[src/rtl/arbiter_pkg.sv]
// Shared types and helpers for the round-robin arbiter.
//   arb_state_t   : FSM state encoding (IDLE, BUSY)
//   MAX_CHANNELS  : upper bound on the requester count
//   onehot()      : binary index -> one-hot vector, MAX_CHANNELS wide
package arbiter_pkg;

  localparam int MAX_CHANNELS  = 8;
  localparam int MAX_SEL_WIDTH = $clog2(MAX_CHANNELS);

  typedef enum logic {
    IDLE = 1'b0,
    BUSY = 1'b1
  } arb_state_t;

  // Callers narrow the result to their own channel count with a size cast.
  function automatic logic [MAX_CHANNELS-1:0] onehot(input logic [MAX_SEL_WIDTH-1:0] index);
    logic [MAX_CHANNELS-1:0] v;
    v        = '0;
    v[index] = 1'b1;
    return v;
  endfunction

endpackage

[src/rtl/rr_priority_picker.sv]
// Combinational rotating-priority picker.
// Finds the first set request bit scanning upward from i_ptr, wrapping
// modulo CHANNELS.
//   i_request : request vector
//   i_ptr     : index of the highest-priority channel
//   o_found   : at least one request is set
//   o_winner  : index of the chosen channel (valid when o_found)
module rr_priority_picker
  import arbiter_pkg::*;
#(
  parameter  int CHANNELS  = 8,
  localparam int SEL_WIDTH = $clog2(CHANNELS)
) (
  input  logic [CHANNELS-1:0]  i_request,
  input  logic [SEL_WIDTH-1:0] i_ptr,
  output logic                 o_found,
  output logic [SEL_WIDTH-1:0] o_winner
);

  // The doubled vector only needs 2*CHANNELS-1 bits: the largest index
  // read is (CHANNELS-1) + (CHANNELS-1).
  logic [2*CHANNELS-2:0] w_doubled;
  logic [CHANNELS-1:0]   w_rotated;
  logic [SEL_WIDTH-1:0]  w_offset;

  always_comb begin
    w_doubled = {i_request[CHANNELS-2:0], i_request};
    w_rotated = '0;
    for (int i = 0; i < CHANNELS; i++) begin
      w_rotated[i] = w_doubled[i + int'(i_ptr)];
    end

    // Lowest set bit of the rotated vector is the offset from i_ptr.
    w_offset = '0;
    for (int i = CHANNELS - 1; i >= 0; i--) begin
      if (w_rotated[i]) begin
        w_offset = SEL_WIDTH'(i);
      end
    end

    o_found  = |i_request;
    // CHANNELS is a power of two, so the add wraps modulo CHANNELS for free.
    o_winner = i_ptr + w_offset;
  end

endmodule

[src/rtl/round_robin_arbiter.sv]
// Round-robin arbiter feeding the select input of the 8-to-1 mux.
// A grant is held for a whole burst; the burst closes on a last-beat
// transfer, on the owner dropping its request, or on the beat limit.
//   i_clock    : system clock, rising edge
//   i_reset    : asynchronous active-high reset
//   i_request  : per-channel request level
//   i_last     : final beat of the granted burst
//   i_ready    : downstream accepts the current beat
//   o_valid    : a grant is active
//   o_grant    : one-hot grant, zero when idle
//   o_select   : binary granted index, held while idle
//   o_preempt  : one-cycle pulse after a beat-limit release
//
// state | meaning
// IDLE  | no grant; waiting for any request
// BUSY  | grant held for o_select until the burst ends
module round_robin_arbiter
  import arbiter_pkg::*;
#(
  parameter  int CHANNELS  = 8,
  parameter  int MAX_BEATS = 16,
  localparam int SEL_WIDTH = $clog2(CHANNELS)
) (
  input  logic                 i_clock,
  input  logic                 i_reset,
  input  logic [CHANNELS-1:0]  i_request,
  input  logic                 i_last,
  input  logic                 i_ready,
  output logic                 o_valid,
  output logic [CHANNELS-1:0]  o_grant,
  output logic [SEL_WIDTH-1:0] o_select,
  output logic                 o_preempt
);

  localparam int CNT_W = (MAX_BEATS > 0) ? $clog2(MAX_BEATS + 1) : 1;
  localparam logic [CNT_W-1:0] LIMIT = CNT_W'(MAX_BEATS);

  arb_state_t           r_state;
  logic                 r_valid;
  logic [CHANNELS-1:0]  r_grant;
  logic [SEL_WIDTH-1:0] r_select;
  logic                 r_preempt;
  logic [SEL_WIDTH-1:0] r_ptr;
  logic [CNT_W-1:0]     r_count;

  arb_state_t           w_next_state;
  logic                 w_next_valid;
  logic [CHANNELS-1:0]  w_next_grant;
  logic [SEL_WIDTH-1:0] w_next_select;
  logic                 w_next_preempt;
  logic [SEL_WIDTH-1:0] w_next_ptr;
  logic [CNT_W-1:0]     w_next_count;

  logic                 w_xfer;
  logic                 w_last_end;
  logic                 w_abandon;
  logic                 w_limit_end;
  logic                 w_end;
  logic [CNT_W-1:0]     w_cnt_inc;
  logic [SEL_WIDTH-1:0] w_select_inc;
  logic [SEL_WIDTH-1:0] w_pick_ptr;
  logic                 w_found;
  logic [SEL_WIDTH-1:0] w_winner;
  logic [CHANNELS-1:0]  w_winner_grant;

  always_comb begin
    w_xfer       = r_valid & i_ready;
    w_cnt_inc    = r_count + CNT_W'(1);
    w_select_inc = r_select + SEL_WIDTH'(1);
    w_last_end   = w_xfer & i_last;
    w_abandon    = ~i_request[r_select];
    w_limit_end  = (MAX_BEATS != 0) && w_xfer && (w_cnt_inc == LIMIT);
    w_end        = (r_state == BUSY) && (w_last_end || w_abandon || w_limit_end);
    // While busy the picker is only consulted at grant end, where the
    // just-finished channel becomes lowest priority.
    w_pick_ptr   = (r_state == BUSY) ? w_select_inc : r_ptr;
  end

  rr_priority_picker #(
    .CHANNELS (CHANNELS)
  ) u_picker (
    .i_request (i_request),
    .i_ptr     (w_pick_ptr),
    .o_found   (w_found),
    .o_winner  (w_winner)
  );

  assign w_winner_grant = CHANNELS'(onehot(MAX_SEL_WIDTH'(w_winner)));

  always_comb begin
    w_next_state   = r_state;
    w_next_valid   = r_valid;
    w_next_grant   = r_grant;
    w_next_select  = r_select;
    w_next_preempt = 1'b0;
    w_next_ptr     = r_ptr;
    w_next_count   = r_count;

    case (r_state)
      IDLE: begin
        if (w_found) begin
          w_next_state  = BUSY;
          w_next_valid  = 1'b1;
          w_next_grant  = w_winner_grant;
          w_next_select = w_winner;
          w_next_count  = '0;
        end
      end

      BUSY: begin
        if (w_end) begin
          w_next_ptr     = w_select_inc;
          w_next_count   = '0;
          // Pulse only when the beat limit alone closed the burst.
          w_next_preempt = w_limit_end & ~w_last_end & ~w_abandon;
          if (w_found) begin
            w_next_grant  = w_winner_grant;
            w_next_select = w_winner;
          end else begin
            w_next_state = IDLE;
            w_next_valid = 1'b0;
            w_next_grant = '0;
          end
        end else if (w_xfer) begin
          w_next_count = w_cnt_inc;
        end
      end

      default: begin
        w_next_state = IDLE;
        w_next_valid = 1'b0;
        w_next_grant = '0;
      end
    endcase
  end

  always_ff @(posedge i_clock or posedge i_reset) begin
    if (i_reset) begin
      r_state   <= IDLE;
      r_valid   <= 1'b0;
      r_grant   <= '0;
      r_select  <= '0;
      r_preempt <= 1'b0;
      r_ptr     <= '0;
      r_count   <= '0;
    end else begin
      r_state   <= w_next_state;
      r_valid   <= w_next_valid;
      r_grant   <= w_next_grant;
      r_select  <= w_next_select;
      r_preempt <= w_next_preempt;
      r_ptr     <= w_next_ptr;
      r_count   <= w_next_count;
    end
  end

  assign o_valid   = r_valid;
  assign o_grant   = r_grant;
  assign o_select  = r_select;
  assign o_preempt = r_preempt;

endmodule

[config.mk]
export PLATFORM = sky130hd
export DESIGN_NAME = round_robin_arbiter
export DESIGN_NICKNAME = d
export VERILOG_FILES = /design/src/rtl/arbiter_pkg.sv /design/src/rtl/rr_priority_picker.sv /design/src/rtl/round_robin_arbiter.sv
export SDC_FILE = /design/constraint.sdc
export NUM_CORES = 1
export LEC_CHECK = 0
export ABC_AREA = 1
export CAP_MARGIN = 25
export CORE_ASPECT_RATIO = 0.8
export CORE_MARGIN = 3
export CORE_UTILIZATION = 35
export DETAILED_ROUTE_END_ITERATION = 12
export PLACE_DENSITY_LB_ADDON = 0.12
export REMOVE_ABC_BUFFERS = 1
export SYNTH_ARGS = -nofsm -noshare
export SYNTH_HDL_FRONTEND = slang
export SYNTH_SLANG_ARGS = --single-unit
[constraint.sdc]
create_clock -name i_clock -period 5.3 [get_ports i_clock]
set_input_delay 1.06 -clock i_clock [delete_from_list [all_inputs] [get_ports i_clock]]
set_output_delay 1.06 -clock i_clock [all_outputs]
set_load 0.01 [all_outputs]
Word-level counts from Yosys, hierarchy flattened
Index checks and enable logic that the tools add are counted.
{"block": "word_totals", "out_inout_bits": 13, "romBits": 0, "latch_bits": 0, "mem_count": 0, "reg_bits": 22, "inputBits": 12, "mem_bits_rw": 0}
{"block": "op_classes", "muxes": 56, "reduce_logical": 10, "shifts": 0, "n_lt_le_gt_ge": 11, "div": 0, "add_sub_neg": 10, "n_mul": 0, "n_eq_ne": 5, "n_bitwise": 7}
{"cell": "$lt A32 B6 Y1 const B", "count": 7}
{"cell": "$mux W3", "count": 11}
{"cell": "$bmux W1 S4", "count": 7}
{"cell": "$mux W1", "count": 24}
{"cell": "$mux W8", "count": 3}
{"cell": "$add A3 B3 Y4 const A", "count": 4}
{"cell": "$pmux W8 S2", "count": 1}
{"cell": "$mux W5", "count": 3}
{"cell": "$pmux W5 S2", "count": 1}
{"cell": "$add A2 B3 Y4 const A", "count": 2}
{"cell": "$lt A3 B4 Y1 const B", "count": 2}
{"cell": "$reduce_or A8 Y1", "count": 1}
{"cell": "$bmux W1 S3", "count": 2}
{"cell": "$pmux W3 S2", "count": 1}
{"cell": "$reduce_and A2 Y1", "count": 3}
{"cell": "$add A5 B1 Y5 const B", "count": 1}
{"cell": "$eq A5 B5 Y1 const B", "count": 1}
{"cell": "$lt A3 B5 Y1 const B", "count": 1}
{"cell": "$add A1 B3 Y4 const A", "count": 1}
{"cell": "$and A1 B1 Y1", "count": 4}
{"cell": "$ne A2 B1 Y1 const B", "count": 2}
{"cell": "$pmux W1 S2", "count": 2}
{"cell": "$add A3 B1 Y3 const B", "count": 1}
{"cell": "$add A3 B3 Y3", "count": 1}
{"cell": "8 further kinds", "count": 13}

Logic depth before layout (Yosys ltp)
{"block": "logic_depth", "depth_word": 22, "mapped_depth": 25, "depth_no_buf": 24}

Modules after synthesis
Synthesis repeated with hierarchy kept, for this count alone.
{"block": "unflattened", "cells_unflattened": 308, "area_unflattened_um2": 1981.9}
{"module": "round_robin_arbiter", "seq_area_each_um2": 550.5, "instances": 1, "area_per_inst_um2": 1244.9, "cells_each": 170}
{"module": "rr_priority_picker", "seq_area_each_um2": 0.0, "instances": 1, "area_per_inst_um2": 737.0, "cells_each": 138}

Worst setup path before layout
OpenSTA, ideal clock, no wires.
{"block": "synth_path", "kind": "register to register", "start": "register r_select[1], in the netlist o_select[1]", "end": "register r_grant[2], in the netlist o_grant[2]", "n_path_buf": 0, "required_time_ns": 5.182, "arrival_ns": 3.087, "slack_ns": 2.096, "stages_incl_launch_ff": 23, "period_less_slack_ns": 3.204, "cell_sequence": "dfrtp_1 > ha_1 > nand2_2 > nand2_1 > ha_1 > nand3_1 > o21ai_1 > nand2_1 > nand3_1 > nand3_1 > nand2_1 > nand2_1 > nand2_1 > nand2_1 > a21boi_0 > ha_1 > fa_1 > xnor2_1 > inv_1 > nand3_4 > nand2_4 > nand3_1 > nand2_1"}
{"block": "synth_via", "elab_chain_len": 22, "elab_cells_between_ends": 58, "classes_between": "add/sub: 9; order compare: 2; eq/ne: 1; mux: 40; bitwise: 1; reduce/logical: 5"}
{"element": "start, declared", "line": "round_robin_arbiter.sv:41", "rtl": "logic [SEL_WIDTH-1:0] r_select;"}
{"element": "start signal, assigned", "line": "round_robin_arbiter.sv:150", "rtl": "r_select <= w_next_select;"}
{"element": "$add A3 B1 Y3 (*)", "line": "round_robin_arbiter.sv:69", "rtl": "w_select_inc = r_select + SEL_WIDTH'(1);"}
{"element": "net w_select_inc[1]", "line": "round_robin_arbiter.sv:60", "rtl": "logic [SEL_WIDTH-1:0] w_select_inc;"}
{"element": "$mux W3 (*)", "line": "round_robin_arbiter.sv:76", "rtl": "w_pick_ptr = (r_state == BUSY) ? w_select_inc : r_ptr;"}
{"element": "$add A3 B3 Y4", "line": "rr_priority_picker.sv:30", "rtl": "w_rotated[i] = w_doubled[i + int'(i_ptr)];"}
{"element": "$bmux W1 S4", "line": "rr_priority_picker.sv:30"}
{"element": "$mux W1 (not written as such) (2 in series)", "line": "rr_priority_picker.sv:30"}
{"element": "$mux W3 (8 in series)", "line": "rr_priority_picker.sv:36", "rtl": "if (w_rotated[i]) begin"}
{"element": "$add A3 B3 Y3 (*)", "line": "rr_priority_picker.sv:43", "rtl": "o_winner = i_ptr + w_offset;"}
{"element": "$lt A3 B4 Y1 (not written as such) / $ge A3 B1 Y1 (equally long branches)", "line": "arbiter_pkg.sv:19", "rtl": "v[index] = 1'b1;"}
{"element": "$logic_and A1 B1 Y1 (not written as such)", "line": "arbiter_pkg.sv:19"}
{"element": "$mux W1 (not written as such)", "line": "arbiter_pkg.sv:19"}
{"element": "$demux W1 S3 (*)", "line": "arbiter_pkg.sv:19"}
{"element": "$mux W8", "line": "round_robin_arbiter.sv:116", "rtl": "if (w_found) begin"}
{"element": "$mux W8", "line": "round_robin_arbiter.sv:111", "rtl": "if (w_end) begin"}
{"element": "$pmux W8 S2 (*)", "line": "round_robin_arbiter.sv:99", "rtl": "case (r_state)"}
{"element": "end signal, assigned", "line": "round_robin_arbiter.sv:149", "rtl": "r_grant <= w_next_grant;"}
{"element": "end, declared", "line": "round_robin_arbiter.sv:40", "rtl": "logic [CHANNELS-1:0] r_grant;"}
Mark *: on every way through the listed nets, which the timed path passes. The rest lies on a longest branch. The select of a mux whose other input is x is not followed.
A chain may end at the register's enable or synchronous reset.

Worst setup path in the final report
{"block": "layout_path", "start": "register r_select[0], in the netlist o_select[0]", "end": "register r_grant[1], in the netlist o_grant[1]"}
Same word-level chain as after synthesis.

==> qor_table.md <==
| Quantity | Value |
|:---|:---|
| Peak fanout along the critical path | 12 |
| Worst Hold Class | reg -> reg |
| Slowest cell on the critical path | dfrtp_1 |
| Endpoint kind of the worst setup timing path | register |
| Post-synthesis average cell area | 6.62 um2 |
| Count of input and output buffers | 24 |
| Setup TNS Final | 0 ns |
| Dpl hpwl | 3730 um |
| Post-synth design cell area | 0.00191 mm2 |
| Maximum number of pins on one net before global-route repair | 23 |
| Via count of the first global-routing pass | 1,658 |
| Detailed-route DRC error count | 0 |
| Setup Viol. Count Final | 0 |
| DRC violation total after the first TritonRoute iteration | 158 |
| Pre-CTS setup slack | 1.38 ns |
| Number of max-slew violations in the final report | 0 |
| Post-CTS Setup Repair Bufs | 0 |
| CTS HTree Levels | 1 |
| Area of combinational cells with multiple inputs | 0.00119 mm2 |
| Instance count after placement with tap cells included | 372 |
| I/O pin count | 25 |
| Synthesized netlist cell count | 288 |
| Worst rel slew slack | 44.5% |
| First drt pass iteration count | 4 |
| Maximum clock skew at final layout | 0.00605 ns |
| Number of flops mapped to enable cells by yosys | 0 |
| Final Routed Wirelength | 4580 um |
| Die Width | 88.5 um |
| Endpoint arrival time on the critical path | 3.83 ns |
| Total congestion overflow after global routing | 0 |
| Critical path's most frequent cell | nand2_1 |
| Fill cell total of the finished layout | 533 |
| Final Worst Setup Slack | 1.62 ns |
| Hold violation total from the final report | 0 |
| Cts bufs inserted | 3 |
| Slowest stage delay, CP | 0.60 ns |
| Fin crit share | 69.4% |
| Achievable Freq | 0.272 GHz |
| Chip height | 72.0 um |
| Antenna violations before repair | 0 |
| Number of hold buffers added after cts | 0 |
| CP required | 5.45 ns |
| Seq/Total Area, Yosys | 28.9% |
| Final nets | 334 |
| CTS Root Buffer Type | clkbuf_8 |
| Clk pin slew, worst setup/hold paths | 0.07 ns |
| Later-pin clock latency in the skew report | 0.26 ns |
| DR WL/cell | 12.2 um |
| Crit path kind | reg -> reg |
| Syn-to-layout area delta | 18.6% |
| Area of the core region | 0.00512 mm2 |
| All-layer global routing usage | 15.7% |
| Combined flip-flop and latch cell area | 551 um2 |
| Post-route minimum period | 3.68 ns |
| CTS tree | built |
| Largest buffer count on any clock path | 2 |
| Post-layout instance count excluding filler cells | 376 |
| Clk sink count | 22 |
| Diodes inserted | 0 |
| Post-route antenna net violation count | 0 |
| Quantity of gates resized following cts | 0 |
| Per-cell via count in the routed design | 4.84 |
| Async set-or-reset flop fraction in the synthesized netlist | 100% |
| Number of warnings issued by yosys | 0 |
| Maximum capacitance violations | 0 |
| Initial standard-cell utilization of the core | 37.2% |
| Actual transition at the worst max-transition pin | 0.832 ns |
| Row count | 23 |
| Full die area | 0.00637 mm2 |
| Layout cells sized above 1 | 12.4% |
| Count of unique library cells instantiated by Yosys | 28 |
| RD Place Congestion | 0.921 |
| Flip-flop and latch count after synthesis | 22 |
| Most common flop cell mapped by yosys | dfrtp_1 |
| Via count of the routed design | 1,819 |
| Hold_ws | 0.487 ns |
| Run status | finished clean |
| Startpoint kind of the worst setup timing path | register |
| Global-route wire length before repair | 8050 um |
| Cell breakdown of the critical path | ha_1 > nand2_2 > nand2_1 > ha_1 > inv_1 > nand2_1 > nand2_1 > nand2_1 > nand3_1 > nand3_1 > nand2_1 > nand2_1 > nand2_1 > nand2_1 > a21boi_0 > ha_1 > fa_1 > xnor2_1 > inv_1 > nand3_4 > nand2_4 > nand3_1 > nand2_1 |
| RSZ-0062 raised after global routing | false |
-- cell usage in the layout, fill, tap and decap left out --
| cell type | synthesis | layout |
|---|---|---|
| nor2_4 | 1 | 1 |
| nor4_1 | 1 | 1 |
| o211ai_1 | 1 | 1 |
| nand3_1 | 36 | 36 |
| fa_1 | 1 | 1 |
| nand3_2 | 1 | 1 |
| clkbuf_8 | 0 | 4 |
| nor2_1 | 12 | 12 |
| nor2_2 | 1 | 1 |
| o21ai_0 | 16 | 16 |
| and2_1 | 1 | 1 |
| nand2_2 | 13 | 13 |
| nand2_4 | 9 | 9 |
| nand4_1 | 7 | 7 |
| nand3_4 | 1 | 1 |
| xor2_1 | 3 | 3 |
| dfrtp_1 | 22 | 22 |
| ha_1 | 6 | 6 |
| a31oi_1 | 1 | 1 |
| xnor2_1 | 1 | 1 |
| clkdlybuf4s50_1 | 0 | 24 |
| a21boi_0 | 1 | 1 |
| inv_2 | 5 | 5 |
| a21oi_1 | 4 | 4 |
| o21ai_2 | 4 | 4 |
| inv_1 | 34 | 34 |
| nand2_1 | 101 | 101 |
| o21ai_1 | 3 | 3 |
-- per-layer routing --
layer	global-route usage (%)	vias up	wire, um
li1	-	971	-
met1	26.2	808	2500
met2	20.9	38	1810
met3	3.06	2	242
met4	1.85	0	26
met5	0	-	0
-- stage by stage --
step	utilization, %	instance area [um2]
after floorplan	-	1890
after global placement	43.0	2200
after detailed placement	43.0	2200
after CTS	44.1	2260
after global routing	44.1	2260
final	44.1	2260
-- layout make-up --
| class | count | share of cell area [%] |
|---|---|---|
| clock buffer | 4 | 2.44 |
| sequential | 22 | 24.4 |
| inverter | 39 | 6.48 |
| multi-input combinational | 225 | 52.7 |
| tap | 62 | 3.43 |
| timing repair buffer | 24 | 10.6 |
-- flip-flops by register name (all words and copies together), names as in the netlist --
signal	count
r_state	1
o_select	3
o_valid	1
r_ptr	3
r_count	5
o_preempt	1
o_grant	8
-- worst paths after layout --
check | start | to | slack (ns) | cells past startpoint
hold / removal | o_grant[3] | o_grant[3] | 0.49 | 2
hold reg to reg | o_grant[3] | o_grant[3] | 0.49 | 2
setup reg to reg | o_select[0] | o_grant[1] | 1.62 | 23
setup / recovery | o_select[0] | o_grant[1] | 1.62 | 23
min in group asynchronous | i_reset | r_count[0] | 1.26 | 2
max in group asynchronous | i_reset | r_count[1] | 3.53 | 2
-- worst max-delay path: cells and delay by family (launching register included) --
| kind | cells | cell delay (ns) |
|---|---|---|
| compound gates | 1 | 0.07 |
| fa+ha+maj | 4 | 1.27 |
| flops | 1 | 0.60 |
| simple gates | 15 | 1.11 |
| buf+inv | 2 | 0.21 |
| xor+xnor | 1 | 0.31 |
-- cells in the mapped netlist (3+ instances only) --
cell type	instances	share of area, %
nand2_2	13	4.3
nand2_1	101	20
nor2_1	12	2.4
o21ai_2	4	1.8
inv_1	34	6.7
nand4_1	7	2.3
dfrtp_1	22	29
inv_2	5	0.99
nand2_4	9	5.3
xor2_1	3	1.4
ha_1	6	3.9
a21oi_1	4	1.1
o21ai_1	3	0.79
o21ai_0	16	4.2
nand3_1	36	9.5
-- kinds of logic after synthesis --
group                    synth area share, %
AO/OA/AOI/OAI                           9.00
XOR/XNOR                                1.84
adder cells (fa/ha/maj)                 4.99
buffers and inverters                   8.67
flip-flops                              28.9
AND/OR/NAND/NOR                         46.6
Power is not shown: default switching activity piles up to over one toggle a cycle in this logic, so the estimate is an artifact.
